`src/rtl/demux1to16_buf_pkg.sv`:
```
// Shared constants and the sel-to-channel decode for the 1-to-16 buffered demux.
package alu_pkg;

    localparam int WORD_W = 32;  // default data width of input and every channel
    localparam int SEL_W  = 4;   // width of the destination select
    localparam int NCH    = 16;  // number of output channels

    // sel is declared [0:SEL_W-1] with sel[0] as the MSB; this returns the
    // conventional little-endian channel index.
    function automatic logic [SEL_W-1:0] sel_to_idx(input logic [0:SEL_W-1] sel);
        logic [SEL_W-1:0] idx;
        for (int i = 0; i < SEL_W; i++) begin
            idx[SEL_W-1-i] = sel[i];
        end
        return idx;
    endfunction

endpackage

```
`src/rtl/demux1to16_buf_if.sv`:
```
// Producer/consumer bus of the 1-to-16 buffered demux.
//
// Handshake: a word moves from the producer into channel s (s = sel decoded,
// sel[0] MSB) on a rising edge where in_valid && in_ready. While in_valid is
// high and in_ready is low the producer holds in_data/sel unchanged. A channel
// word is offered while out_valid[k] is high and is taken on an edge where
// out_ack[k] is high; out_ack[k] while out_valid[k] is low means nothing.
interface demux1to16_buf_if #(
    parameter int WORD_W = alu_pkg::WORD_W
);
    import alu_pkg::*;

    logic [WORD_W-1:0] in_data;
    logic [0:SEL_W-1]  sel;
    logic              in_valid;
    logic              in_ready;

    logic [WORD_W-1:0] out0,  out1,  out2,  out3;
    logic [WORD_W-1:0] out4,  out5,  out6,  out7;
    logic [WORD_W-1:0] out8,  out9,  out10, out11;
    logic [WORD_W-1:0] out12, out13, out14, out15;
    logic [NCH-1:0]    out_valid;
    logic [NCH-1:0]    out_ack;

    // Environment side: drives the producer inputs and the consumer acks.
    modport master (
        output in_data, sel, in_valid, out_ack,
        input  in_ready, out_valid,
        input  out0, out1, out2, out3, out4, out5, out6, out7,
        input  out8, out9, out10, out11, out12, out13, out14, out15
    );

    // Demux side.
    modport slave (
        input  in_data, sel, in_valid, out_ack,
        output in_ready, out_valid,
        output out0, out1, out2, out3, out4, out5, out6, out7,
        output out8, out9, out10, out11, out12, out13, out14, out15
    );

endinterface

```
`src/rtl/demux1to16_buf_slot.sv`:
```
// One-entry channel buffer: a data register plus a valid flag.
module demux_slot #(
    parameter int WORD_W = 32
) (
    input  logic              clk,
    input  logic              rst,
    input  logic              wr_en_i,
    input  logic [WORD_W-1:0] wr_data_i,
    input  logic              ack_i,
    output logic [WORD_W-1:0] data_o,
    output logic              valid_o
);

    logic [WORD_W-1:0] data_q, data_d;
    logic              valid_q, valid_d;

    // A write wins over an ack so a same-cycle ack+write passes straight
    // through with no bubble; an ack alone only drops valid, data is kept.
    always_comb begin
        data_d  = data_q;
        valid_d = valid_q;
        if (wr_en_i) begin
            data_d  = wr_data_i;
            valid_d = 1'b1;
        end else if (ack_i) begin
            valid_d = 1'b0;
        end
    end

    // Buffer state register, cleared asynchronously.
    always_ff @(posedge clk or posedge rst) begin
        if (rst) begin
            data_q  <= '0;
            valid_q <= 1'b0;
        end else begin
            data_q  <= data_d;
            valid_q <= valid_d;
        end
    end

    assign data_o  = data_q;
    assign valid_o = valid_q;

endmodule

```
`src/rtl/demux1to16_buf.sv`:
```
// 1-to-16 demultiplexer with a one-entry buffer per channel and a saturating
// count of cycles where the producer was held off.
module demux1to16_buf
    import alu_pkg::*;
#(
    parameter int WORD_W = alu_pkg::WORD_W,
    parameter int CNT_W  = 8
) (
    input  logic                 clk,
    input  logic                 rst,
    demux1to16_buf_if.slave      bus,
    output logic [CNT_W-1:0]     stall_cnt
);

    logic [SEL_W-1:0]  sel_idx;
    logic [NCH-1:0]    wr_en;
    logic [NCH-1:0]    slot_valid;
    logic [WORD_W-1:0] slot_data [NCH];
    logic              xfer;
    logic              stall;
    logic [CNT_W-1:0]  stall_cnt_q, stall_cnt_d;

    assign sel_idx = sel_to_idx(bus.sel);

    // Only the addressed channel gates the producer; an ack on that channel
    // frees its slot in the same cycle. Held low throughout reset.
    assign bus.in_ready = (~slot_valid[sel_idx] | bus.out_ack[sel_idx]) & ~rst;
    assign xfer         = bus.in_valid & bus.in_ready;
    assign stall        = bus.in_valid & ~bus.in_ready;

    // One-hot write enable towards the addressed channel.
    always_comb begin
        wr_en          = '0;
        wr_en[sel_idx] = xfer;
    end

    for (genvar k = 0; k < NCH; k++) begin : g_slot
        demux_slot #(
            .WORD_W (WORD_W)
        ) u_slot (
            .clk       (clk),
            .rst       (rst),
            .wr_en_i   (wr_en[k]),
            .wr_data_i (bus.in_data),
            .ack_i     (bus.out_ack[k]),
            .data_o    (slot_data[k]),
            .valid_o   (slot_valid[k])
        );
    end

    assign bus.out_valid = slot_valid;
    assign bus.out0  = slot_data[0];
    assign bus.out1  = slot_data[1];
    assign bus.out2  = slot_data[2];
    assign bus.out3  = slot_data[3];
    assign bus.out4  = slot_data[4];
    assign bus.out5  = slot_data[5];
    assign bus.out6  = slot_data[6];
    assign bus.out7  = slot_data[7];
    assign bus.out8  = slot_data[8];
    assign bus.out9  = slot_data[9];
    assign bus.out10 = slot_data[10];
    assign bus.out11 = slot_data[11];
    assign bus.out12 = slot_data[12];
    assign bus.out13 = slot_data[13];
    assign bus.out14 = slot_data[14];
    assign bus.out15 = slot_data[15];

    // Stall counter next value: count up on a held-off cycle, stick at all-ones.
    always_comb begin
        stall_cnt_d = stall_cnt_q;
        if (stall && (stall_cnt_q != {CNT_W{1'b1}})) begin
            stall_cnt_d = stall_cnt_q + 1'b1;
        end
    end

    // Stall counter register, cleared asynchronously.
    always_ff @(posedge clk or posedge rst) begin
        if (rst) begin
            stall_cnt_q <= '0;
        end else begin
            stall_cnt_q <= stall_cnt_d;
        end
    end

    assign stall_cnt = stall_cnt_q;

endmodule

```
`src/flat_wrapper.sv`:
```
// flat-port wrapper written by rule: the top's interface ports become plain ports
module demux1to16_buf_flat import alu_pkg::*;
#(
    parameter int WORD_W = alu_pkg::WORD_W,
    parameter int CNT_W  = 8
)
  (clk, rst, stall_cnt, bus_in_data, bus_sel, bus_in_valid, bus_out_ack, bus_in_ready, bus_out_valid, bus_out0, bus_out1, bus_out2, bus_out3, bus_out4, bus_out5, bus_out6, bus_out7, bus_out8, bus_out9, bus_out10, bus_out11, bus_out12, bus_out13, bus_out14, bus_out15);
  demux1to16_buf_if #(.WORD_W(WORD_W)) bus_i ();
  input  logic clk;
  input  logic rst;
  output logic [CNT_W-1:0] stall_cnt;
  input wire logic [$bits(bus_i.in_data)-1:0] bus_in_data;
  input wire logic [$bits(bus_i.sel)-1:0] bus_sel;
  input wire logic [$bits(bus_i.in_valid)-1:0] bus_in_valid;
  input wire logic [$bits(bus_i.out_ack)-1:0] bus_out_ack;
  output wire logic [$bits(bus_i.in_ready)-1:0] bus_in_ready;
  output wire logic [$bits(bus_i.out_valid)-1:0] bus_out_valid;
  output wire logic [$bits(bus_i.out0)-1:0] bus_out0;
  output wire logic [$bits(bus_i.out1)-1:0] bus_out1;
  output wire logic [$bits(bus_i.out2)-1:0] bus_out2;
  output wire logic [$bits(bus_i.out3)-1:0] bus_out3;
  output wire logic [$bits(bus_i.out4)-1:0] bus_out4;
  output wire logic [$bits(bus_i.out5)-1:0] bus_out5;
  output wire logic [$bits(bus_i.out6)-1:0] bus_out6;
  output wire logic [$bits(bus_i.out7)-1:0] bus_out7;
  output wire logic [$bits(bus_i.out8)-1:0] bus_out8;
  output wire logic [$bits(bus_i.out9)-1:0] bus_out9;
  output wire logic [$bits(bus_i.out10)-1:0] bus_out10;
  output wire logic [$bits(bus_i.out11)-1:0] bus_out11;
  output wire logic [$bits(bus_i.out12)-1:0] bus_out12;
  output wire logic [$bits(bus_i.out13)-1:0] bus_out13;
  output wire logic [$bits(bus_i.out14)-1:0] bus_out14;
  output wire logic [$bits(bus_i.out15)-1:0] bus_out15;
  assign bus_i.in_data = bus_in_data;
  assign bus_i.sel = bus_sel;
  assign bus_i.in_valid = bus_in_valid;
  assign bus_i.out_ack = bus_out_ack;
  assign bus_in_ready = bus_i.in_ready;
  assign bus_out_valid = bus_i.out_valid;
  assign bus_out0 = bus_i.out0;
  assign bus_out1 = bus_i.out1;
  assign bus_out2 = bus_i.out2;
  assign bus_out3 = bus_i.out3;
  assign bus_out4 = bus_i.out4;
  assign bus_out5 = bus_i.out5;
  assign bus_out6 = bus_i.out6;
  assign bus_out7 = bus_i.out7;
  assign bus_out8 = bus_i.out8;
  assign bus_out9 = bus_i.out9;
  assign bus_out10 = bus_i.out10;
  assign bus_out11 = bus_i.out11;
  assign bus_out12 = bus_i.out12;
  assign bus_out13 = bus_i.out13;
  assign bus_out14 = bus_i.out14;
  assign bus_out15 = bus_i.out15;
  demux1to16_buf #(.WORD_W(WORD_W), .CNT_W(CNT_W)) u_core (.clk(clk), .rst(rst), .bus(bus_i), .stall_cnt(stall_cnt));
endmodule
```
`config.mk`:
```
export PLATFORM = sky130hd
export DESIGN_NAME = demux1to16_buf_flat
export DESIGN_NICKNAME = d
export VERILOG_FILES = /design/src/rtl/demux1to16_buf_pkg.sv /design/src/rtl/demux1to16_buf_if.sv /design/src/rtl/demux1to16_buf_slot.sv /design/src/rtl/demux1to16_buf.sv /design/src/flat_wrapper.sv
export SDC_FILE = /design/constraint.sdc
export NUM_CORES = 1
export LEC_CHECK = 0
export CELL_PAD_IN_SITES_DETAIL_PLACEMENT = 0
export CELL_PAD_IN_SITES_GLOBAL_PLACEMENT = 2
export CORE_MARGIN = 10
export CORE_UTILIZATION = 33
export CTS_CLUSTER_SIZE = 40
export DETAILED_ROUTE_END_ITERATION = 8
export HOLD_SLACK_MARGIN = 0.06
export PLACE_DENSITY_LB_ADDON = 0.15
export SLEW_MARGIN = 10
export SYNTH_ARGS = -nofsm -noshare
export SYNTH_HDL_FRONTEND = slang
export SYNTH_SLANG_ARGS = --single-unit
export TNS_END_PERCENT = 20
```
`constraint.sdc`:
```
create_clock -name clk -period 26.5 [get_ports clk]
set_input_delay 5.3 -clock clk [delete_from_list [all_inputs] [get_ports clk]]
set_output_delay 5.3 -clock clk [all_outputs]
set_load 0.02 [all_outputs]
```
* Word-level counts from Yosys, hierarchy flattened
Cells that the tools add are included.
** Word-level totals
- Word-level logic and storage cells :: 101
- Flip-flop bits (word level) :: 536
- Output and inout bits :: 537
** Cells by class
- Bitwise logic cells :: 8
- Multiplexer cells :: 38
- Equal/unequal tests :: 1
- Reduce and logical (&&, ||, !) cells :: 18
- Order comparisons :: 2
- Add/sub/neg operators :: 1
** Operator list (count)
- 1-bit 2-to-1 mux :: 35
- 2-bit nonzero test :: 16
- 16-bit bitwise AND :: 1
- 8-bit by 1-bit adder with 8-bit output (second input constant) :: 1
- 1-bit binary-select mux with 4-bit select :: 2
- 8-bit inequality test (second input constant) :: 1
- 4-bit by 5-bit < comparator with 1-bit output (second input constant) :: 1
- 1-bit demux with 4-bit select :: 1
- 4-bit by 1-bit greater-or-equal comparator with 1-bit output (second input constant) :: 1
- 1-bit bitwise AND :: 3
- 1-bit inverter :: 3
- 1-bit logical AND :: 2
- 1-bit bitwise OR :: 1

* Logic depth before layout (Yosys ltp)
- Word-level depth :: 8
- Gate-level depth with buffers :: 11

* Modules after synthesis
From an unflattened synthesis, not the netlist that was laid out.
** Unflattened totals
- Cell total of the unflattened synthesis :: 1243
- Area, all modules :: 23022.1 µm²
** By module, submodules not included
- demux_slot :: sequential area each 825.8 µm², times used 16, cells an instance 72, area each 1381.3 µm²
- demux1to16_buf :: sequential area each 200.2 µm², times used 1, cells an instance 91, area each 920.9 µm²

* Worst setup path after synthesis
OpenSTA, ideal clock, no wires.
- Path type :: input to register
- Start :: in rst
- End :: reg u_core.g_slot[7].u_slot.data_q[1]
- Path buffers :: 2
- Arrival time :: 21.324 ns
- Required time :: 26.372 ns
- Cell stages on the path :: 6
- Path slack :: 5.048 ns
- Cell sequence :: inv_1 -> nand3_1 -> or3_1 -> clkbuf_1 -> buf_2 -> mux2_1
** Between the ends
- Cells in the longest elaborated chain, start to end :: 4
** RTL lines
- start: declaration :: RTL line flat_wrapper.sv:10 : input logic rst;
- 1-bit inverter :: RTL line demux1to16_buf.sv:27 : assign bus.in_ready = (~slot_valid[sel_idx] | bus.out_ack[sel_idx]) & ~rst;
- 1-bit bitwise AND :: RTL line demux1to16_buf.sv:27
- 1-bit bitwise AND :: RTL line demux1to16_buf.sv:28 : assign xfer = bus.in_valid & bus.in_ready;
- 16-bit bitwise AND (no line)
- end signal: assignment :: RTL line demux1to16_buf_slot.sv:36 : data_q <= data_d;
- end: declaration :: RTL line demux1to16_buf_slot.sv:14 : logic [WORD_W-1:0] data_q, data_d;
Every way passes these cells.
A chain may end at the register's enable or synchronous reset.

* Final worst setup path
- Start :: in bus_sel[0]
- End :: out bus_in_ready
** Between the ends
- Cells in the longest elaborated chain, start to end :: 5
** RTL lines
- start: declaration :: RTL line flat_wrapper.sv:13 : input wire logic [$bits(bus_i.sel)-1:0] bus_sel;
- 1-bit binary-select mux with 4-bit select :: RTL line demux1to16_buf.sv:27
- 1-bit 2-to-1 mux (not written as such) :: RTL line demux1to16_buf.sv:27
- 1-bit inverter :: RTL line demux1to16_buf.sv:27
- 1-bit bitwise OR (*) :: RTL line demux1to16_buf.sv:27
- 1-bit bitwise AND (*) :: RTL line demux1to16_buf.sv:27
- end: declaration :: RTL line flat_wrapper.sv:16 : output wire logic [$bits(bus_i.in_ready)-1:0] bus_in_ready;
Mark *: on every way between the ends. The rest lies on a longest branch, timed or not. The select of a mux whose other input is x is not followed.

==> summary.md <==
| Metric | Value |
|---|---|
| Status | completed |
| Count of final hold-check violations | 0 |
| Layout area overhead | 41.2% |
| Leakage | 13.0 nW |
| Initial antenna violation count | 3 |
| GRT overflow | 0 |
| Gpl congestion | 0.775 |
| Cell with the most instances after synthesis | dfrtp_1 |
| Endpoints failing setup | 0 |
| Drt total wl | 75.6 mm |
| Area after DPL | 27200 um2 |
| Final Max Slew Viols | 0 |
| Crit path DAT | 8.91 ns |
| TritonCTS Buffers | 60 |
| Num Clock Sinks | 536 |
| Die Wd | 270 um |
| WL/cell | 27.8 um |
| Pre-CTS WS | 12.22 ns |
| Post-route insts no fill | 2715 |
| Vias | 12855 |
| CTS Buffer Depth | 3 |
| Crit-path max FO | 14 |
| Final Cycle Share | 0.536 |
| Clock transition at path regs | 0.06 ns |
| CP Capture Type | output pin |
| CTS root buf | clkbuf_16 |
| EDFF count, synth | 0 |
| Vias/cell | 4.73 |
| GRT Total Usage | 0.203 |
| Post-CTS setup buffers | 0 |
| Power Dens Cells | 93.2 nW/um2 |
| Cell area after synthesis | 20700 um2 |
| Hold WS | 0.485 ns |
| Synth top area cells | dfrtp_1 (65%), mux2_2 (26%), mux2_1 (2.6%) |
| Hold Path Depth | 1 |
| Cell taking the most area after synthesis | dfrtp_1 |
| Largest net degree at the start of global routing | 129 |
| # DRC | 0 |
| Die Footprint | 73000 um2 |
| Die height | 270 um |
| Max-cap violations | 0 |
| Total negative setup slack | 0 ns |
| Worst VDD drop | 0.0564 mV |
| CP Class | input port to output pin |
| Fillers | 5472 |
| CTS tree | yes |
| Clock latency at the later pin of the worst-skew pair | 0.64 ns |
| Synth Instances | 1265 |
| Share of layout cells above drive strength 1 | 0.329 |
| Required time of the critical path | 21.20 ns |
| Initial Util | 0.334 |
| Max frequency | 70.4 MHz |
| Port buffer count | 591 |
| Fin crit period | 14.21 ns |
| DRT antenna net count | 0 |
| Power, Total | 2.72 mW |
| Syn avg cell area | 16.3 um2 |
| Worst slew pin tran | 1.19 ns |
| Standard-cell rows | 91 |
| Worst min-delay path class | flop to flop |
| CTS-repair resized insts | 0 |
| Yosys top cell area share | 0.649 |
| DR pass1 iterations | 6 |
| Synth async-reset ratio | 1.00 |
| Worst R2R Path Depth | 6 |
| Layout Nets | 1885 |
| Design area | 29200 um2 |
| Count of warnings emitted by yosys | 0 |
| Startpoint Class | input port |
| Seq cells post-synth | 536 |
| Most instantiated cells after synthesis | dfrtp_1 (536), mux2_2 (470), mux2_1 (47), clkbuf_1 (37), buf_2 (36) |
| Net count of the mapped netlist | 1321 |
| Number of global-route vias before repair | 14005 |
| Sequential fraction of the synthesis area | 0.649 |
| DP Cell Count | 2604 |
| Layout Skew | 0.0330 ns |
| Synth cell types | 35 |
| H-Tree Depth | 2 |
| First-pass GRT wire length | 108 mm |
| Iter 0 DRT Violations | 575 |
| RSZ-0062 raised after global routing | no |
| Hold buffer count at CTS | 0 |
| Final WS setup | 12.29 ns |
| Post-DP HPWL | 53.7 mm |
| Layout Utilization | 0.472 |
| Slew HR | 0.204 |
| Core ar. | 61800 um2 |
| Ys flop type | dfrtp_1 |
| I/O pin count | 592 |
## worst max-delay path, stage by stage
cell,delay [ns]
clkdlybuf4s50_1,1.08
mux4_2,0.62
a22oi_1,0.23
nand2_1,0.09
a21oi_1,0.91
nor2_1,0.07
clkdlybuf4s50_1,0.60
## cell families after synthesis
kind of cell / after synthesis / synth area share
flops: 536 / 0.649
fa+ha+maj: 1 / 0.000606
xor+xnor: 3 / 0.00127
buf+inv: 127 / 0.0351
compound gates: 31 / 0.0102
simple gates: 42 / 0.0129
mux: 525 / 0.291
## per-layer routing
layer	vias up	GRT usage	part of all wire
met5	-	0	0.00017
met2	403	0.351	0.50
met4	2	0.0687	0.033
li1	5557	-	-
met3	110	0.0741	0.084
met1	6783	0.227	0.38
## layout make-up
| cell class | instances | area, um2 | area share |
|---|---|---|---|
| clock inverters | 23 | 228 | 0.00781 |
| repair buffers | 612 | 6070 | 0.208 |
| well taps | 837 | 1050 | 0.0359 |
| diodes | 3 | 7.51 | 0.000257 |
| multi-input cells | 602 | 6550 | 0.225 |
| flip-flops and latches | 536 | 13400 | 0.460 |
| clock buffers | 85 | 1770 | 0.0605 |
| inverters | 17 | 71.3 | 0.00245 |
## path summary, 6_finish.rpt
check	slack (ns)	end	startpoint
worst max register to register	23.11	u_core.g_slot[6].u_slot.data_o[4]	u_core.g_slot[3].u_slot.valid_o
worst min register to register	0.48	u_core.g_slot[3].u_slot.data_o[26]	u_core.g_slot[3].u_slot.data_o[26]
worst max-delay path	12.29	bus_in_ready	bus_sel[0]
max in group asynchronous	17.77	u_core.g_slot[3].u_slot.data_o[14]	rst
worst min-delay path	0.48	u_core.g_slot[3].u_slot.data_o[26]	u_core.g_slot[3].u_slot.data_o[26]
min in group asynchronous	5.48	u_core.g_slot[5].u_slot.valid_o	rst
## cells in the final DEF (no fill, tap or decap), drive strengths merged, types with 3 or more instances in the layout
master and n:
diode 3, dfrtp 536, nand2 7, a22oi 4, inv 19, mux2 517, clkinv 15, clkinvlp 3
a21o 11, and3 8, bufinv 3, buf 21, clkdlybuf4s50 591, clkbuf 85, nand3 9, mux4 8
o21ai 10, nor2 5, xnor2 3
## state kept, by name, indices dropped and copies added (netlist names)
signal	count
u_core.stall_cnt	8
u_core.g_slot.u_slot.valid_o	16
u_core.g_slot.u_slot.data_o	512
## power breakdown
group / internal (mW) / switching (mW) / leakage (nW)
clock: 0.491 / 0.345 / 0.990
combinational: 0.392 / 0.422 / 5.10
sequential: 0.980 / 0.0864 / 6.89
No activity file was read; power rests on OpenSTA's default activity.
